==> src/rtl/usb_axi_master_pkg.sv <==
// Shared types and constants for the USB-side AXI4-Lite initiator.
package usb_axi_pkg;

    typedef enum logic [2:0] {
        IDLE,
        RD_ADDR,
        RD_DATA,
        WR_REQ,
        RSP
    } axi_mst_state_t;

    // Low address bits that must be zero for a 32-bit access.
    localparam logic [1:0] ALIGN_MASK   = 2'b11;
    localparam logic [2:0] PROT_DEFAULT = 3'b000;

endpackage

==> src/rtl/usb_axi_master_if.sv <==
// Command/response handshake plus AXI4-Lite bus of usb_axi_master, grouped as one bundle.
interface usb_axi_master_if #(
    parameter int ADDR_W = 32,
    parameter int Data_W = 32
);
    logic              Cmd_Valid;
    logic              Cmd_Ready;
    logic              Cmd_Write;
    logic [ADDR_W-1:0] Cmd_Address;
    logic [Data_W-1:0] Cmd_Data;
    logic [3:0]        Cmd_Strobe;
    logic              Rsp_Valid;
    logic              Rsp_Ready;
    logic [Data_W-1:0] Rsp_Data;
    logic              Rsp_Error;
    logic              R_Valid_Address;
    logic [ADDR_W-1:0] Read_Address_axi;
    logic [2:0]        R_Prot;
    logic              R_Ready_Address;
    logic              Read_Ready;
    logic              Valid_Data_R;
    logic [Data_W-1:0] Read_Data_axi;
    logic              R_Error;
    logic              Write_Valid;
    logic [ADDR_W-1:0] Write_Address_axi;
    logic [2:0]        W_Prot;
    logic [Data_W-1:0] Write_Data_axi;
    logic [3:0]        Write_Strobe;
    logic              Write_Ready;
    logic              W_Error;

    modport master (
        input  Cmd_Valid, Cmd_Write, Cmd_Address, Cmd_Data, Cmd_Strobe, Rsp_Ready,
        input  R_Ready_Address, Valid_Data_R, Read_Data_axi, R_Error, Write_Ready, W_Error,
        output Cmd_Ready, Rsp_Valid, Rsp_Data, Rsp_Error,
        output R_Valid_Address, Read_Address_axi, R_Prot, Read_Ready,
        output Write_Valid, Write_Address_axi, W_Prot, Write_Data_axi, Write_Strobe
    );

    modport slave (
        output Cmd_Valid, Cmd_Write, Cmd_Address, Cmd_Data, Cmd_Strobe, Rsp_Ready,
        output R_Ready_Address, Valid_Data_R, Read_Data_axi, R_Error, Write_Ready, W_Error,
        input  Cmd_Ready, Rsp_Valid, Rsp_Data, Rsp_Error,
        input  R_Valid_Address, Read_Address_axi, R_Prot, Read_Ready,
        input  Write_Valid, Write_Address_axi, W_Prot, Write_Data_axi, Write_Strobe
    );
endinterface

==> src/rtl/usb_axi_master_watchdog.sv <==
// Bus-phase watchdog: counts enabled cycles, flags the last allowed cycle.
module axi_mst_watchdog #(
    parameter int LIMIT = 256
) (
    input  logic clk,
    input  logic rst_n,
    input  logic clr,
    input  logic en,
    output logic expired
);
    localparam int            CW   = (LIMIT > 1) ? $clog2(LIMIT) : 1;
    localparam logic [CW-1:0] LAST = CW'(LIMIT - 1);

    logic [CW-1:0] cnt_q, cnt_d;

    always_comb begin
        cnt_d = cnt_q;
        if (clr)
            cnt_d = '0;
        else if (en && cnt_q != LAST)
            cnt_d = cnt_q + CW'(1);
    end

    always_ff @(posedge clk or negedge rst_n) begin
        if (!rst_n) cnt_q <= '0;
        else        cnt_q <= cnt_d;
    end

    assign expired = en && (cnt_q == LAST);
endmodule

==> src/rtl/usb_axi_master.sv <==
// Single-outstanding AXI4-Lite initiator for the USB slave port.
// Optional bus watchdog abort: define USB_AXI_MST_TIMEOUT_EN.
module usb_axi_master
    import usb_axi_pkg::*;
#(
    parameter int         ADDR_W         = 32,
    parameter int         Data_W         = 32,
    parameter logic [2:0] PROT           = PROT_DEFAULT,
    parameter int         TIMEOUT_CYCLES = 256
) (
    input logic              Clk_axi,
    input logic              Rst,
    usb_axi_master_if.master bus
);
    axi_mst_state_t    state_q, state_d;
    logic [ADDR_W-1:0] addr_q, addr_d;
    logic [Data_W-1:0] wdata_q, wdata_d;
    logic [3:0]        strb_q, strb_d;
    logic [Data_W-1:0] rsp_data_q, rsp_data_d;
    logic              rsp_err_q, rsp_err_d;
    logic              wd_expired;

`ifdef USB_AXI_MST_TIMEOUT_EN
    logic wd_en, wd_clr;
    assign wd_en  = state_q inside {WR_REQ, RD_ADDR, RD_DATA};
    assign wd_clr = (state_d != state_q);

    axi_mst_watchdog #(.LIMIT(TIMEOUT_CYCLES)) u_wd (
        .clk     (Clk_axi),
        .rst_n   (Rst),
        .clr     (wd_clr),
        .en      (wd_en),
        .expired (wd_expired)
    );
`else
    logic unused_timeout;
    assign unused_timeout = (TIMEOUT_CYCLES != 0);
    assign wd_expired     = 1'b0;
`endif

    always_comb begin
        state_d    = state_q;
        addr_d     = addr_q;
        wdata_d    = wdata_q;
        strb_d     = strb_q;
        rsp_data_d = rsp_data_q;
        rsp_err_d  = rsp_err_q;
        unique case (state_q)
            IDLE: if (bus.Cmd_Valid) begin
                addr_d     = bus.Cmd_Address;
                wdata_d    = bus.Cmd_Data;
                strb_d     = bus.Cmd_Strobe;
                rsp_data_d = '0;
                rsp_err_d  = 1'b0;
                // Misaligned commands never reach the bus.
                if ((bus.Cmd_Address[1:0] & ALIGN_MASK) != 2'b00) begin
                    rsp_err_d = 1'b1;
                    state_d   = RSP;
                end else begin
                    state_d = bus.Cmd_Write ? WR_REQ : RD_ADDR;
                end
            end
            WR_REQ: if (bus.Write_Ready) begin
                rsp_err_d = bus.W_Error;
                state_d   = RSP;
            end else if (wd_expired) begin
                rsp_err_d = 1'b1;
                state_d   = RSP;
            end
            // A data beat coincident with the address handshake is left for RD_DATA.
            RD_ADDR: if (bus.R_Ready_Address) begin
                state_d = RD_DATA;
            end else if (wd_expired) begin
                rsp_err_d = 1'b1;
                state_d   = RSP;
            end
            RD_DATA: if (bus.Valid_Data_R) begin
                rsp_err_d  = bus.R_Error;
                rsp_data_d = bus.R_Error ? '0 : bus.Read_Data_axi;
                state_d    = RSP;
            end else if (wd_expired) begin
                rsp_err_d = 1'b1;
                state_d   = RSP;
            end
            RSP: if (bus.Rsp_Ready) state_d = IDLE;
            default: state_d = IDLE;
        endcase
    end

    always_ff @(posedge Clk_axi or negedge Rst) begin
        if (!Rst) begin
            state_q    <= IDLE;
            addr_q     <= '0;
            wdata_q    <= '0;
            strb_q     <= '0;
            rsp_data_q <= '0;
            rsp_err_q  <= 1'b0;
        end else begin
            state_q    <= state_d;
            addr_q     <= addr_d;
            wdata_q    <= wdata_d;
            strb_q     <= strb_d;
            rsp_data_q <= rsp_data_d;
            rsp_err_q  <= rsp_err_d;
        end
    end

    assign bus.Cmd_Ready         = (state_q == IDLE);
    assign bus.Rsp_Valid         = (state_q == RSP);
    assign bus.Rsp_Data          = rsp_data_q;
    assign bus.Rsp_Error         = rsp_err_q;
    assign bus.R_Valid_Address   = (state_q == RD_ADDR);
    assign bus.Read_Address_axi  = addr_q;
    assign bus.R_Prot            = PROT;
    assign bus.Read_Ready        = (state_q == RD_DATA);
    assign bus.Write_Valid       = (state_q == WR_REQ);
    assign bus.Write_Address_axi = addr_q;
    assign bus.W_Prot            = PROT;
    assign bus.Write_Data_axi    = wdata_q;
    assign bus.Write_Strobe      = strb_q;
endmodule
==> src/flat_wrapper.sv <==
// flat-port wrapper written by rule: the top's interface ports become plain ports
module usb_axi_master_flat import usb_axi_pkg::*;
#(
    parameter int         ADDR_W         = 32,
    parameter int         Data_W         = 32,
    parameter logic [2:0] PROT           = PROT_DEFAULT,
    parameter int         TIMEOUT_CYCLES = 256
)
  (Clk_axi, Rst, bus_Cmd_Valid, bus_Cmd_Write, bus_Cmd_Address, bus_Cmd_Data, bus_Cmd_Strobe, bus_Rsp_Ready, bus_R_Ready_Address, bus_Valid_Data_R, bus_Read_Data_axi, bus_R_Error, bus_Write_Ready, bus_W_Error, bus_Cmd_Ready, bus_Rsp_Valid, bus_Rsp_Data, bus_Rsp_Error, bus_R_Valid_Address, bus_Read_Address_axi, bus_R_Prot, bus_Read_Ready, bus_Write_Valid, bus_Write_Address_axi, bus_W_Prot, bus_Write_Data_axi, bus_Write_Strobe);
  usb_axi_master_if #(.ADDR_W(ADDR_W), .Data_W(Data_W)) bus_i ();
  input logic Clk_axi;
  input logic Rst;
  input wire logic [$bits(bus_i.Cmd_Valid)-1:0] bus_Cmd_Valid;
  input wire logic [$bits(bus_i.Cmd_Write)-1:0] bus_Cmd_Write;
  input wire logic [$bits(bus_i.Cmd_Address)-1:0] bus_Cmd_Address;
  input wire logic [$bits(bus_i.Cmd_Data)-1:0] bus_Cmd_Data;
  input wire logic [$bits(bus_i.Cmd_Strobe)-1:0] bus_Cmd_Strobe;
  input wire logic [$bits(bus_i.Rsp_Ready)-1:0] bus_Rsp_Ready;
  input wire logic [$bits(bus_i.R_Ready_Address)-1:0] bus_R_Ready_Address;
  input wire logic [$bits(bus_i.Valid_Data_R)-1:0] bus_Valid_Data_R;
  input wire logic [$bits(bus_i.Read_Data_axi)-1:0] bus_Read_Data_axi;
  input wire logic [$bits(bus_i.R_Error)-1:0] bus_R_Error;
  input wire logic [$bits(bus_i.Write_Ready)-1:0] bus_Write_Ready;
  input wire logic [$bits(bus_i.W_Error)-1:0] bus_W_Error;
  output wire logic [$bits(bus_i.Cmd_Ready)-1:0] bus_Cmd_Ready;
  output wire logic [$bits(bus_i.Rsp_Valid)-1:0] bus_Rsp_Valid;
  output wire logic [$bits(bus_i.Rsp_Data)-1:0] bus_Rsp_Data;
  output wire logic [$bits(bus_i.Rsp_Error)-1:0] bus_Rsp_Error;
  output wire logic [$bits(bus_i.R_Valid_Address)-1:0] bus_R_Valid_Address;
  output wire logic [$bits(bus_i.Read_Address_axi)-1:0] bus_Read_Address_axi;
  output wire logic [$bits(bus_i.R_Prot)-1:0] bus_R_Prot;
  output wire logic [$bits(bus_i.Read_Ready)-1:0] bus_Read_Ready;
  output wire logic [$bits(bus_i.Write_Valid)-1:0] bus_Write_Valid;
  output wire logic [$bits(bus_i.Write_Address_axi)-1:0] bus_Write_Address_axi;
  output wire logic [$bits(bus_i.W_Prot)-1:0] bus_W_Prot;
  output wire logic [$bits(bus_i.Write_Data_axi)-1:0] bus_Write_Data_axi;
  output wire logic [$bits(bus_i.Write_Strobe)-1:0] bus_Write_Strobe;
  assign bus_i.Cmd_Valid = bus_Cmd_Valid;
  assign bus_i.Cmd_Write = bus_Cmd_Write;
  assign bus_i.Cmd_Address = bus_Cmd_Address;
  assign bus_i.Cmd_Data = bus_Cmd_Data;
  assign bus_i.Cmd_Strobe = bus_Cmd_Strobe;
  assign bus_i.Rsp_Ready = bus_Rsp_Ready;
  assign bus_i.R_Ready_Address = bus_R_Ready_Address;
  assign bus_i.Valid_Data_R = bus_Valid_Data_R;
  assign bus_i.Read_Data_axi = bus_Read_Data_axi;
  assign bus_i.R_Error = bus_R_Error;
  assign bus_i.Write_Ready = bus_Write_Ready;
  assign bus_i.W_Error = bus_W_Error;
  assign bus_Cmd_Ready = bus_i.Cmd_Ready;
  assign bus_Rsp_Valid = bus_i.Rsp_Valid;
  assign bus_Rsp_Data = bus_i.Rsp_Data;
  assign bus_Rsp_Error = bus_i.Rsp_Error;
  assign bus_R_Valid_Address = bus_i.R_Valid_Address;
  assign bus_Read_Address_axi = bus_i.Read_Address_axi;
  assign bus_R_Prot = bus_i.R_Prot;
  assign bus_Read_Ready = bus_i.Read_Ready;
  assign bus_Write_Valid = bus_i.Write_Valid;
  assign bus_Write_Address_axi = bus_i.Write_Address_axi;
  assign bus_W_Prot = bus_i.W_Prot;
  assign bus_Write_Data_axi = bus_i.Write_Data_axi;
  assign bus_Write_Strobe = bus_i.Write_Strobe;
  usb_axi_master #(.ADDR_W(ADDR_W), .Data_W(Data_W), .PROT(PROT), .TIMEOUT_CYCLES(TIMEOUT_CYCLES)) u_core (.Clk_axi(Clk_axi), .Rst(Rst), .bus(bus_i));
endmodule
==> config.mk <==
export PLATFORM = sky130hd
export DESIGN_NAME = usb_axi_master_flat
export DESIGN_NICKNAME = d
export VERILOG_FILES = /design/src/rtl/usb_axi_master_pkg.sv /design/src/rtl/usb_axi_master_if.sv /design/src/rtl/usb_axi_master_watchdog.sv /design/src/rtl/usb_axi_master.sv /design/src/flat_wrapper.sv
export SDC_FILE = /design/constraint.sdc
export NUM_CORES = 1
export LEC_CHECK = 0
export CELL_PAD_IN_SITES_DETAIL_PLACEMENT = 0
export CELL_PAD_IN_SITES_GLOBAL_PLACEMENT = 1
export CORE_ASPECT_RATIO = 1.75
export CORE_MARGIN = 5
export CORE_UTILIZATION = 30
export DETAILED_ROUTE_END_ITERATION = 8
export PLACE_DENSITY_LB_ADDON = 0.3
export SLEW_MARGIN = 10
export SYNTH_ARGS = -nofsm -noshare
export SYNTH_HDL_FRONTEND = slang
export SYNTH_HIERARCHICAL = 1
export SYNTH_SLANG_ARGS = --single-unit
==> constraint.sdc <==
create_clock -name Clk_axi -period 4.45 [get_ports Clk_axi]
set_input_delay 0.445 -clock Clk_axi [delete_from_list [all_inputs] [get_ports Clk_axi]]
set_output_delay 0.445 -clock Clk_axi [all_outputs]
set_load 0.01 [all_outputs]
==> flow_metrics.env <==
export IMPL_grtUsageTotal_pct=14.1
export IMPL_grt_overflow_total=0
export IMPL_drv_cap=0
export IMPL_syn2layout_area_growth_pct=63.4
export IMPL_slew_viol_final=0
export IMPL_critical_path_class="reg2reg"
export IMPL_drtPass1Iterations=3
export IMPL_gp_congestion=0.694
export IMPL_max_stage_delay_ps=660
export IMPL_crit_family="buffers and inverters"
export IMPL_vias=3064
export IMPL_grt_pass1_wl_um=18400
export IMPL_tritoncts="done"
export IMPL_wl_per_cell_um=17.6
export IMPL_grt_busiest_layer="met2"
export IMPL_start_util_pct=30.5
export IMPL_htreeDepth=3
export IMPL_layout_drive_gt1_share_pct=17.7
export IMPL_cellPowerDensity_mw_per_mm2=645
export IMPL_syn_cell_area_mm2=0.00424
export IMPL_path_clk_slew_ps=70
export IMPL_clk_latency_ps=330
export IMPL_num_rows=57
export IMPL_synthFlopType="dfrtp_1"
export IMPL_crit_fanout=69
export IMPL_cts_path_max_buffers=2
export IMPL_min_period_ps=2380
export IMPL_wirelength_um=11900
export IMPL_finalClockSkew_ps=4.93
export IMPL_slew_headroom_pct=24.5
export IMPL_fillers=1280
export IMPL_met2_usage_pct=27.0
export IMPL_yosys_register_bits=104
export IMPL_status="complete, no violations"
export IMPL_tightest_slew_ps=1130
export IMPL_cts_buffers=9
export IMPL_final_seq_area_mm2=0.00260
export IMPL_leakage_nw=2.87
export IMPL_ios=254
export IMPL_postCtsSetupRepairBufs=0
export IMPL_vdd_drop_max_uv=225
export IMPL_reg2reg_slack_ps=2070
export IMPL_r2r_cells=4
export IMPL_grtUsageMet3_pct=4.58
export IMPL_fp_coreArea_mm2=0.0139
export IMPL_r2r_end="u_core/bus.Write_Data_axi[20]"
export IMPL_cts_root_buffer="clkbuf_16"
export IMPL_antenna_found_initial=0
export IMPL_yosysWarningCount=6
export IMPL_hold_viol=0
export IMPL_crit_arrival_ps=2600
export IMPL_die_area_mm2=0.0167
export IMPL_hp_class="in2async"
export IMPL_cp_end_kind="flip-flop"
export IMPL_yosysSeqAreaShare_pct=61.4
export IMPL_startpoint_type="flip-flop"
export IMPL_required_ps=4670
export IMPL_ctsResizeCount=0
export IMPL_crit_chain="or3b_4 > nor2_4 > buf_4 > mux2_2"
export IMPL_grt_max_degree=78
export IMPL_pre_cts_ws_ps=1730
export IMPL_yosysUniqueCellTypes=28
export IMPL_finalSetupTns_ps=0
export IMPL_avgSynthCellArea_um2=14.7
export IMPL_met1_usage_pct=13.4
export IMPL_num_nets_final=609
export IMPL_grt_setup_unrepaired="false"
export IMPL_crit_start="u_core/state_q[0]"
export IMPL_die_w_um=99.9
export IMPL_synthArstFlopShare_pct=100
export IMPL_synth_most_common_cell="dfrtp_1"
export IMPL_synth_top_area_share_pct=61.4
export IMPL_drtAntennaViolNets=0
export IMPL_period_share_pct=53.5
export IMPL_drt_iter0_markers=49
export IMPL_multiInputGateArea_mm2=0.00128
export IMPL_die_y_um=167
export IMPL_num_antenna_cells=0
export IMPL_netlist_top_cells_count="104 x dfrtp_1, 69 x mux2_2, 39 x buf_4"
export IMPL_fmax_mhz=420
export IMPL_slowest_stage="buf_4"
export IMPL_vias_per_cell=4.51
export IMPL_setup_viol=0
export IMPL_crit_buf_inv=1
export IMPL_grt_pass1_vias=3297
export IMPL_clock_sinks=104
export IMPL_io_buffers=247
export IMPL_yosys_area_top_type="dfrtp_1"
export IMPL_synth_edff_count=0
export IMPL_dp_hpwl_um=9310
export IMPL_postCtsHoldBufs=0
export IMPL_synthTopCellsByArea="dfrtp_1 61%, mux2_2 18%, buf_4 6.9%"
export IMPL_r2r_start="u_core/state_q[0]"
export IMPL_layout_setup_ws_ps=2070
export IMPL_synthCells=288
export IMPL_post_route_drc_count=0
## layer usage
metal	routed length, um	vias up
li1	-	1404
met5	0	-
met1	3720	1501
met4	280	0
met3	1110	18
met2	6800	141
## worst max-delay path by stage
stage / endpoint / cells past startpoint
4_1_cts: u_core/bus.Write_Data_axi[19] / 4
3_5_place_dp: u_core/bus.Read_Address_axi[23] / 5
3_3_place_gp: u_core/bus.Read_Address_axi[25] / 5
5_1_grt: u_core/bus.Read_Address_axi[23] / 4
2_1_floorplan: u_core/bus.Read_Address_axi[0] / 6
6_report: u_core/bus.Write_Data_axi[20] / 4
## per-stage QoR
stage	instance area (um^2)	power, mW	util, %	hold slack (ps)	std cells
finish	6930	4.47	49.8	250	679
global route	6930	4.71	49.8	357	679
CTS	6930	4.55	49.8	299	679
detailed placement	6610	3.66	47.5	490	665
global placement	6610	3.62	47.5	490	665
floorplan	4260	2.57	-	149	293
## area by class of cell
type	instances	share of cell area, %
clock inverter	4	1.37
multi-input combinational	132	18.5
tap	177	3.20
timing repair buffer	250	36.0
inverter	2	0.108
clock buffer	10	3.30
sequential	104	37.6
## state kept, by name, indices dropped and copies added (netlist names)
register                     cells
u_core/bus.Write_Data_axi       32
u_core/bus.Rsp_Data             32
u_core/bus.Read_Address_axi     32
u_core/state_q                   3
u_core/bus.Write_Strobe          4
u_core/bus.Rsp_Error             1
## cells by family (layout without fill, tap and decap cells)
family	after synthesis	count (layout)	synth area share, %
DFF	104	104	61.4
muxes	74	74	19.5
buffers and inverters	57	266	9.09
AOI/OAI and AO/OA	37	37	7.46
and+or+nand+nor	15	15	2.51
other	1	6	0.0884
## power by group
part / switching (mW) / internal (mW) / leakage, nW / total (mW)
registers: 0.239 / 1.31 / 1.29 / 1.55
clock network: 0.328 / 0.543 / 0.158 / 0.871
logic: 0.756 / 1.30 / 1.42 / 2.05
total: 1.32 / 3.15 / 2.87 / 4.47
## layout by cell type (no fill, tap or decap)
cell             instances
a22o_1                  32
nand2_1                  1
and3_1                   2
a31oi_1                  1
o21ai_0                  1
dfrtp_1                104
or3_1                    1
buf_4                    4
nor3_1                   2
nor2_1                   2
nor2_4                   1
conb_1                   6
o22a_1                   1
a32o_1                   1
nand2b_1                 1
or4_1                    1
inv_1                    2
or4b_1                   1
clkinv_2                 1
nand3_1                  1
clkbuf_1                 1
bufinv_16                3
clkbuf_16                9
nor4b_4                  1
o22ai_1                  1
mux2i_1                  5
clkdlybuf4s50_1        246
or3b_4                   1
mux2_2                  69
Power figures use the tool's default switching activity.
